===== src/rtl/mips_pkg.sv =====
// Shared constants and types for the MIPS core front end.
package mips_pkg;
    localparam int          XLEN             = 32;
    localparam logic [31:0] NOP_INSTR        = 32'h0000_0000;
    localparam logic [31:0] RESET_PC_DEFAULT = 32'h0000_0000;

    typedef enum logic [1:0] {
        IDLE    = 2'd0,
        WAIT    = 2'd1,
        DISCARD = 2'd2
    } fetch_state_e;
endpackage


===== src/rtl/if_hold_buf.sv =====
// One-entry skid register that parks a fetch response while decode is stalled.
module if_hold_buf #(
    parameter int XLEN = 32
) (
    input  logic            clk,
    input  logic            rst_n,
    input  logic            load,
    input  logic            drain,
    input  logic            clear,
    input  logic [XLEN-1:0] load_pc,
    input  logic [XLEN-1:0] load_instr,
    output logic            full,
    output logic [XLEN-1:0] pc,
    output logic [XLEN-1:0] instr
);
    import mips_pkg::*;

    logic            full_q, full_d;
    logic [XLEN-1:0] pc_q, pc_d;
    logic [XLEN-1:0] instr_q, instr_d;

    // Clear (redirect) beats load, which beats drain.
    always_comb begin
        full_d  = full_q;
        pc_d    = pc_q;
        instr_d = instr_q;
        if (clear) begin
            full_d = 1'b0;
        end else if (load) begin
            full_d  = 1'b1;
            pc_d    = load_pc;
            instr_d = load_instr;
        end else if (drain) begin
            full_d = 1'b0;
        end
    end

    always_ff @(posedge clk or negedge rst_n) begin
        if (!rst_n) begin
            full_q  <= 1'b0;
            pc_q    <= '0;
            instr_q <= XLEN'(NOP_INSTR);
        end else begin
            full_q  <= full_d;
            pc_q    <= pc_d;
            instr_q <= instr_d;
        end
    end

    assign full  = full_q;
    assign pc    = pc_q;
    assign instr = instr_q;
endmodule


===== src/rtl/if_fetch_stage.sv =====
// Instruction fetch: PC, one-outstanding imem request FSM and the IF/ID register.
// Handshake: imem_req is a one-cycle request with imem_addr; exactly one imem_valid returns per request.
module if_fetch_stage #(
    parameter logic [31:0] RESET_PC = mips_pkg::RESET_PC_DEFAULT,
    parameter int          XLEN     = 32
) (
    input  logic            clk,
    input  logic            reset,
    input  logic            stall_id,
    input  logic            branch_taken,
    input  logic [XLEN-1:0] branch_target,
    output logic            imem_req,
    output logic [XLEN-1:0] imem_addr,
    input  logic [XLEN-1:0] imem_rdata,
    input  logic            imem_valid,
    output logic            if_id_valid,
    output logic [XLEN-1:0] if_id_pc,
    output logic [XLEN-1:0] if_id_pc_plus4,
    output logic [XLEN-1:0] if_id_instr,
    output logic [1:0]      dbg_state
);
    import mips_pkg::*;

    fetch_state_e    state_q, state_d;
    logic [XLEN-1:0] pc_q, pc_d;
    logic [XLEN-1:0] req_addr_q, req_addr_d;
    logic            id_valid_q, id_valid_d;
    logic [XLEN-1:0] id_pc_q, id_pc_d;
    logic [XLEN-1:0] id_pc4_q, id_pc4_d;
    logic [XLEN-1:0] id_instr_q, id_instr_d;

    logic            hb_full, hb_load, hb_drain;
    logic [XLEN-1:0] hb_pc, hb_instr;
    logic            id_hold, can_issue, issue, rsp;

    assign id_hold   = id_valid_q && stall_id;
    assign can_issue = !hb_full && !id_hold;
    assign rsp       = (state_q == WAIT) && imem_valid;

    always_comb begin
        issue = 1'b0;
        if (!branch_taken) begin
            case (state_q)
                IDLE:    issue = can_issue;
                WAIT:    issue = imem_valid && can_issue;
                default: issue = 1'b0;
            endcase
        end
    end

    always_comb begin
        state_d    = state_q;
        pc_d       = pc_q;
        req_addr_d = req_addr_q;
        if (branch_taken) begin
            pc_d = {branch_target[XLEN-1:2], 2'b00};
            if (state_q == WAIT)
                state_d = imem_valid ? IDLE : DISCARD;
            else if (state_q == DISCARD && imem_valid)
                state_d = IDLE;
        end else begin
            case (state_q)
                IDLE:    if (issue) state_d = WAIT;
                WAIT:    if (imem_valid) state_d = issue ? WAIT : IDLE;
                DISCARD: if (imem_valid) state_d = IDLE;
                default: state_d = IDLE;
            endcase
            if (issue) begin
                pc_d       = pc_q + XLEN'(4);
                req_addr_d = pc_q;
            end
        end
    end

    // A parked response always has priority over a fresh one; both cannot coexist.
    assign hb_load  = !branch_taken && rsp && id_hold;
    assign hb_drain = !branch_taken && hb_full && !id_hold;

    always_comb begin
        id_valid_d = id_valid_q;
        id_pc_d    = id_pc_q;
        id_pc4_d   = id_pc4_q;
        id_instr_d = id_instr_q;
        if (branch_taken) begin
            id_valid_d = 1'b0;
            id_instr_d = XLEN'(NOP_INSTR);
        end else if (id_hold) begin
            id_valid_d = id_valid_q;
        end else if (hb_full) begin
            id_valid_d = 1'b1;
            id_pc_d    = hb_pc;
            id_pc4_d   = hb_pc + XLEN'(4);
            id_instr_d = hb_instr;
        end else if (rsp) begin
            id_valid_d = 1'b1;
            id_pc_d    = req_addr_q;
            id_pc4_d   = req_addr_q + XLEN'(4);
            id_instr_d = imem_rdata;
        end else begin
            id_valid_d = 1'b0;
            id_instr_d = XLEN'(NOP_INSTR);
        end
    end

    always_ff @(posedge clk or negedge reset) begin
        if (!reset) begin
            state_q    <= IDLE;
            pc_q       <= XLEN'(RESET_PC);
            req_addr_q <= '0;
            id_valid_q <= 1'b0;
            id_pc_q    <= '0;
            id_pc4_q   <= '0;
            id_instr_q <= XLEN'(NOP_INSTR);
        end else begin
            state_q    <= state_d;
            pc_q       <= pc_d;
            req_addr_q <= req_addr_d;
            id_valid_q <= id_valid_d;
            id_pc_q    <= id_pc_d;
            id_pc4_q   <= id_pc4_d;
            id_instr_q <= id_instr_d;
        end
    end

    always_ff @(posedge clk) begin
        if (reset) assert (!(state_q == IDLE && imem_valid));
    end

    if_hold_buf #(.XLEN(XLEN)) u_hold_buf (
        .clk        (clk),
        .rst_n      (reset),
        .load       (hb_load),
        .drain      (hb_drain),
        .clear      (branch_taken),
        .load_pc    (req_addr_q),
        .load_instr (imem_rdata),
        .full       (hb_full),
        .pc         (hb_pc),
        .instr      (hb_instr)
    );

    // Gated by reset so no request escapes while the core is held in reset.
    assign imem_req       = issue && reset;
    assign imem_addr      = pc_q;
    assign if_id_valid    = id_valid_q;
    assign if_id_pc       = id_pc_q;
    assign if_id_pc_plus4 = id_pc4_q;
    assign if_id_instr    = id_instr_q;
    assign dbg_state      = state_q;
endmodule

===== config.mk =====
export PLATFORM = sky130hd
export DESIGN_NAME = if_fetch_stage
export DESIGN_NICKNAME = d
export VERILOG_FILES = /design/src/rtl/mips_pkg.sv /design/src/rtl/if_hold_buf.sv /design/src/rtl/if_fetch_stage.sv
export SDC_FILE = /design/constraint.sdc
export NUM_CORES = 1
export LEC_CHECK = 0
export CORE_MARGIN = 2
export CORE_UTILIZATION = 35
export DETAILED_ROUTE_END_ITERATION = 7
export PLACE_DENSITY_LB_ADDON = 0.08
export SYNTH_ARGS = -nofsm -noshare
export SYNTH_HDL_FRONTEND = slang
export SYNTH_HIERARCHICAL = 1
export SYNTH_SLANG_ARGS = --single-unit

===== constraint.sdc =====
create_clock -name clk -period 4 [get_ports clk]
set_input_delay 0.4 -clock clk [delete_from_list [all_inputs] [get_ports clk]]
set_output_delay 0.4 -clock clk [all_outputs]
set_load 0.01 [all_outputs]

# --- After elaboration in Yosys (flattened, before gate mapping) ---
# Index checks and enable logic that the tools add are counted.
word_totals:
  in_bits: 69
  reg_bits: 228
  word_cells: 71
  out_inout_bits: 132
op_classes:
  n_bitwise: 2
  mux: 28
  add_sub_neg: 3
  reduce_logical: 21
  eq_ne: 7
op_table:
  columns: ["operator", "n"]
  rows:
  - ["$mux 32", 10]
  - ["$add 32x3->32 const B", 3]
  - ["$mux 2", 7]
  - ["$logic_and 1x1->1", 10]
  - ["$mux 1", 9]
  - ["$ne 3x3->1 const B", 3]
  - ["$pmux 2 s3", 1]
  - ["$reduce_and 2->1", 2]
  - ["$reduce_and 4->1", 1]
  - ["$reduce_bool 2->1", 2]
  - ["$logic_not 1->1", 3]
  - ["$ne 3x1->1 const B", 1]
  - ["$reduce_and 3->1", 1]
  - ["$reduce_bool 3->1", 1]
  - ["$eq 2x1->1 const B", 1]
  - ["$eq 2x2->1 const B", 1]
  - ["$logic_not 2->1", 1]
  - ["$ne 2x2->1 const B", 1]
  - ["$not 1->1", 2]
  - ["$pmux 1 s2", 1]

# --- Logic depth before layout (Yosys ltp) ---
depth:
  ltp_word: 10
  depth_mapped: 10
  mapped_depth_nobuf: 6

# --- Modules after synthesis ---
# The synthesis kept the hierarchy.
modules_own_cells:
  columns: ["mod", "instances", "cells_per_inst", "seq_area_each_um2", "area_per_inst_um2"]
  rows:
  - ["if_fetch_stage", 1, 756, 3928.8, 7704.9]
  - ["if_hold_buf", 1, 140, 1626.6, 2741.4]

# --- Worst setup path before layout ---
# OpenSTA, ideal clock, no wires.
synth_path:
  path_kind: "register to register"
  from: "register u_hold_buf.full_q, in the netlist u_hold_buf/full"
  to: "register id_pc4_q[24], in the netlist if_id_pc_plus4[24]"
  setup_ns: 0.077
  arrival_time_ns: 2.234
  slack_ns: 1.689
  path_buffers: 4
  stages_incl_launch_ff: 11
  path_cell_list: "dfrtp_1 -> buf_6 -> buf_4 -> buf_2 -> mux2_2 -> ha_1 -> a21boi_0 -> clkbuf_1 -> nand4_1 -> xnor2_1 -> a21oi_1"
synth_between:
  elab_chain_cells: 2
  elab_cells_between_ends: 3
synth_lines:
  columns: ["item", "line_no", "text"]
  rows:
  - ["from (decl)", "if_hold_buf.sv:18", "logic full_q, full_d;"]
  - ["from (signal assigned)", "if_hold_buf.sv:44", "full_q <= full_d;"]
  - ["$reduce_bool 2->1 (no source line)", null, null]
  - ["$reduce_and 3->1 (no source line)", null, null]
  - ["to (signal assigned)", "if_fetch_stage.sv:120", "id_pc4_q <= id_pc4_d;"]
  - ["to (decl)", "if_fetch_stage.sv:29", "logic [XLEN-1:0] id_pc4_q, id_pc4_d;"]
# Parallel ways exist; a longest one is shown, timed or not.
# A chain may end at the register's enable or synchronous reset.

# --- Worst setup path in the final report ---
layout_path:
  from: "register u_hold_buf.full_q, in the netlist u_hold_buf/full"
  to: "output port imem_req"
layout_between:
  elab_chain_cells: 6
layout_lines:
  columns: ["item", "line_no", "text"]
  rows:
  - ["$logic_not 1->1 *", "if_fetch_stage.sv:37", "assign can_issue = !hb_full && !id_hold;"]
  - ["$logic_and 1x1->1 *", "if_fetch_stage.sv:37", null]
  - ["$logic_and 1x1->1", "if_fetch_stage.sv:45", "WAIT: issue = imem_valid && can_issue;"]
  - ["$pmux 1 s2 *", "if_fetch_stage.sv:43", "case (state_q)"]
  - ["$mux 1 *", "if_fetch_stage.sv:42", "if (!branch_taken) begin"]
  - ["$logic_and 1x1->1 *", "if_fetch_stage.sv:143", "assign imem_req = issue && reset;"]
  - ["to (decl)", "if_fetch_stage.sv:12", "output logic imem_req,"]
# Every way passes the cells marked *; elsewhere a longest branch is shown, timed or not.

==> results.txt <==
The flow ran to the end, and the final reports show no timing, DRC or antenna violations. The number of filler instances in the final layout was 2830. The arrival time at the worst endpoint was 2.73 ns. The run gives 0.00556 mm² as the combined flip-flop and latch cell area. The flip-flop and latch count after synthesis was 222; the post-synthesis to final-layout area growth was 30.1%. Area of the multi-input gates: 0.00440 mm². Kind of capture point of the worst setup path: a primary output. Walking the worst path, the cells encountered are a21o_2 -> nor3_2 -> and3_1 -> clkdlybuf4s50_1. Measured along the x axis, the die boundary spans 177 µm.

The H-tree depth is 1, and the final critical-path setup slack is 0.868 ns. The first detailed-routing pass took 8 iterations. For this run, the leading register cell type out of synthesis is sky130_fd_sc_hd__dfrtp_1.

Via count of the first global-routing pass: 7522. For this design the top-level I/O count stands at 201. The logs give 1 for the quantity of hold-fixing buffers added after cts and 0 for the number of antenna violations at the first check in global routing. Net switching is 29.4% of the power. The ratio of total power to cell area was 534 mW/mm². The floorplan step defined a die boundary enclosing 0.0312 mm². The clock skew was 0.00848 ns.

The effective utilization at floorplan is 35.4%. The die is 177 µm tall. Total negative slack: 0 ns. For this block, the initial DRC count from the detailed router was 518. The antenna cell count was 0; the clock network latency to the later pin of the worst-skew pair was 0.53 ns. Transition at the pin with the smallest max-transition slack: 0.790 ns. The tools report the library cell used as clock root buffer as sky130_fd_sc_hd__clkbuf_16. The total CTS buffers is 26, and the final critical path time including I/O delays and setup is 3.13 ns. The detail-routed net length per standard cell was 18.4 µm. Counting every instance in the synthesized netlist gives 896. For this design, the sink count on the clock tree is 222. Measured against its own limit, the worst slew margin works out to 45.8%. The cell count after placement was 1449; the core box area was 0.0295 mm². Total DRC errors in the routed layout: 0. Once placement finished, the instance area stood at 0.0127 mm². The number of gates resized after CTS was 0. The post-route netlist has 16.5% of its cells at a drive strength greater than 1. Derived from the worst setup path, the maximum achievable clock frequency is 319 MHz. The worst voltage drop across the vdd grid came out at 287 µV.

Startpoint of the lowest-slack register-to-register path: u_hold_buf/full. The internal power of the cells totals 5.12 mW. Yosys mapped a number of flops with a built-in enable equal to 0.

The clock network is responsible for 32.2% of the overall power. The part of the Yosys area used for sequential elements is 53.2%, and the area of all placed cells without fillers is 0.0136 mm². The tools report the start point of the critical path as u_hold_buf/full. The count of maximum capacitance violations was 0; the number of nets still failing antenna checks after routing was 0.

The largest fanout on the critical path was 32; the total standard cell area after synthesis was 0.0104 mm². The final layout contains 1159 nets. The detailed router placed 7551 vias in this run. The delay of the slowest cell on the worst path was 0.65 ns.

The async set-reset flop share out of synthesis works out to 100%. Of the total power, registers draw 42.9%. The total detailed-routing wirelength came out at 27.5 mm. For the largest net degree at the start of global routing, the log shows 106. Setup violations remaining at the end of the flow were counted as 0.

The tools report the portion of total power attributed to combinational logic as 24.9%. In the routed layout, each cell is associated on average with a via count of 5.05. The pre-CTS setup slack came out at 1.04 ns. Of the available clock period, the critical path in the final layout requires 78.3%. The kind of launch point of the worst setup path was a flip-flop. The run gives 0 as the final hold violation count. The analysis attributes to net switching a power of 2.13 mW. The library cell used most frequently in the layout, excluding fill and tap cells, is sky130_fd_sc_hd__dfrtp_1. The warning count from the yosys run was 6. Static leakage: 5.88 nW.

The type of the most critical hold path was primary input to asynchronous set/reset pin. Once the clock tree was built, the setup fixing pass inserted 0 buffers. Clock-pin slew was measured on the worst setup and hold paths at 0.06 ns. The number of cells in the finished layout apart from fillers came out at 1496. TritonCTS built the clock tree. Data on the critical path is required at its endpoint by 3.60 ns.

After global routing the overflow that remains totals 0. The cell with the largest stage delay on the worst path was sky130_fd_sc_hd__dfrtp_2. The number of I/O port buffers was 196; the routability congestion estimate was 0.753.

In the layout the commonest cells are sky130_fd_sc_hd__dfrtp_1, sky130_fd_sc_hd__clkdlybuf4s50_1, sky130_fd_sc_hd__nand2_1, sky130_fd_sc_hd__mux2_4, sky130_fd_sc_hd__nor2_1. The count of cell types in the netlist is 57, and the final max-slew violation count is 0. In this run the deepest clock path goes through 3 buffers. The run gives 17.5% as the global-route usage over all layers. The tools report the total number of placement rows as 63. Across all hold checks on the routed design, the worst slack comes to 0.412 ns. A synthesized cell averages 11.7 µm². Setup repair after global routing left no endpoint under its margin. The run gives 18.5 mm as the placed wire-length estimate.

Type of the worst setup path: flip-flop to primary output. The first global-routing pass estimated 43.5 mm of wire.
[stage by stage]
step | total power, mW | util, %
2_1_floorplan | 3.91 | -
3_3_place_gp | 4.95 | 43.2
3_5_place_dp | 4.98 | 43.2
4_1_cts | 7.37 | 46.1
5_1_grt | 7.68 | 46.1
6_report | 7.25 | 46.1
[cell type report]
cell class,instances,share of cell area (%)
Inverter,39,1.08
Tap cell,390,3.59
Sequential cell,222,40.9
Clock inverter,7,0.460
Multi-Input combinational cell,581,32.4
Timing Repair Buffer,218,15.9
Clock buffer,39,5.74
[synth_stat cells (3+ instances only)]
| cell type | count | area (µm²) |
|---|---|---|
| sky130_fd_sc_hd__nand4b_1 | 5 | 43.8 |
| sky130_fd_sc_hd__and3_1 | 8 | 50.1 |
| sky130_fd_sc_hd__xor2_1 | 22 | 193 |
| sky130_fd_sc_hd__buf_2 | 15 | 75.1 |
| sky130_fd_sc_hd__a21o_1 | 4 | 30.0 |
| sky130_fd_sc_hd__o31ai_1 | 6 | 45.0 |
| sky130_fd_sc_hd__and2_1 | 4 | 25.0 |
| sky130_fd_sc_hd__nand2_1 | 63 | 236 |
| sky130_fd_sc_hd__or3_1 | 5 | 31.3 |
| sky130_fd_sc_hd__nand4_1 | 28 | 175 |
| sky130_fd_sc_hd__o21ai_0 | 42 | 210 |
| sky130_fd_sc_hd__mux2_4 | 60 | 901 |
| sky130_fd_sc_hd__inv_1 | 39 | 146 |
| sky130_fd_sc_hd__xnor2_1 | 18 | 158 |
| sky130_fd_sc_hd__a22o_1 | 4 | 35.0 |
| sky130_fd_sc_hd__mux2_2 | 40 | 450 |
| sky130_fd_sc_hd__a21boi_0 | 3 | 22.5 |
| sky130_fd_sc_hd__nand3b_1 | 7 | 52.6 |
| sky130_fd_sc_hd__clkbuf_1 | 28 | 105 |
| sky130_fd_sc_hd__nand2b_1 | 7 | 43.8 |
| sky130_fd_sc_hd__mux2i_1 | 26 | 260 |
| sky130_fd_sc_hd__dfrtp_1 | 222 | 5560 |
| sky130_fd_sc_hd__nor4_1 | 7 | 43.8 |
| sky130_fd_sc_hd__o21a_1 | 4 | 30.0 |
| sky130_fd_sc_hd__nand3_1 | 36 | 180 |
| sky130_fd_sc_hd__a31oi_1 | 7 | 43.8 |
| sky130_fd_sc_hd__nor3_1 | 9 | 45.0 |
| sky130_fd_sc_hd__buf_12 | 7 | 140 |
| sky130_fd_sc_hd__a21oi_1 | 39 | 195 |
| sky130_fd_sc_hd__buf_4 | 6 | 45.0 |
| sky130_fd_sc_hd__a222oi_1 | 33 | 330 |
| sky130_fd_sc_hd__nor2_1 | 60 | 225 |
[kinds of logic after synthesis]
kind of cell	share of synthesized area, %
muxes	15.4
adders and majority gates	0.240
DFF	53.2
and+or+nand+nor	12.4
AOI/OAI and AO/OA	10.4
xor gates and xnor gates	3.35
buffers and inverters	5.01
other	0.0359
[power by group through the flow]
stage | sequential (mW) | clock [mW] | combinational (mW)
floorplan | 3.16 | 0 | 0.743
global placement | 3.15 | 0 | 1.80
detailed placement | 3.15 | 0 | 1.82
CTS | 3.12 | 2.42 | 1.83
global route | 3.18 | 2.51 | 1.98
finish | 3.11 | 2.34 | 1.80
[worst paths after layout]
| path | end | slack, ns | depth (start not counted) |
|---|---|---|---|
| setup / recovery | imem_req | 0.87 | 4 |
| hold / removal | imem_addr[11] | 0.41 | 2 |
| setup reg to reg | if_id_pc_plus4[28] | 1.03 | 6 |
| hold reg to reg | if_id_pc_plus4[2] | 0.48 | 1 |
| max in group asynchronous | u_hold_buf/full | 2.39 | 3 |
| min in group clk | imem_addr[15] | 0.43 | 3 |
[flip-flops by register name, summed over array words and instances (netlist names)]
signal            flops
imem_addr            30
if_id_instr          32
u_hold_buf/full       1
u_hold_buf/instr     32
if_id_valid           1
dbg_state             2
if_id_pc             32
u_hold_buf/pc        32
if_id_pc_plus4       30
req_addr_q           30
[routing by layer]
layer	global-route usage (%)	up-vias	routed length [µm]
met5	0	-	0
met2	24.4	187	11300
met4	3.68	0	425
met1	28.2	3719	14400
met3	2.84	29	1430
li1	-	3616	-
[worst max-delay path, delay by kind of cell (launching register included)]
| kind | cells | cell delay, ns |
|---|---|---|
| simple gates | 2 | 0.67 |
| compound gates | 1 | 0.35 |
| buf+inv | 1 | 0.53 |
| flops | 1 | 0.65 |
Power figures use the tool's default switching activity.
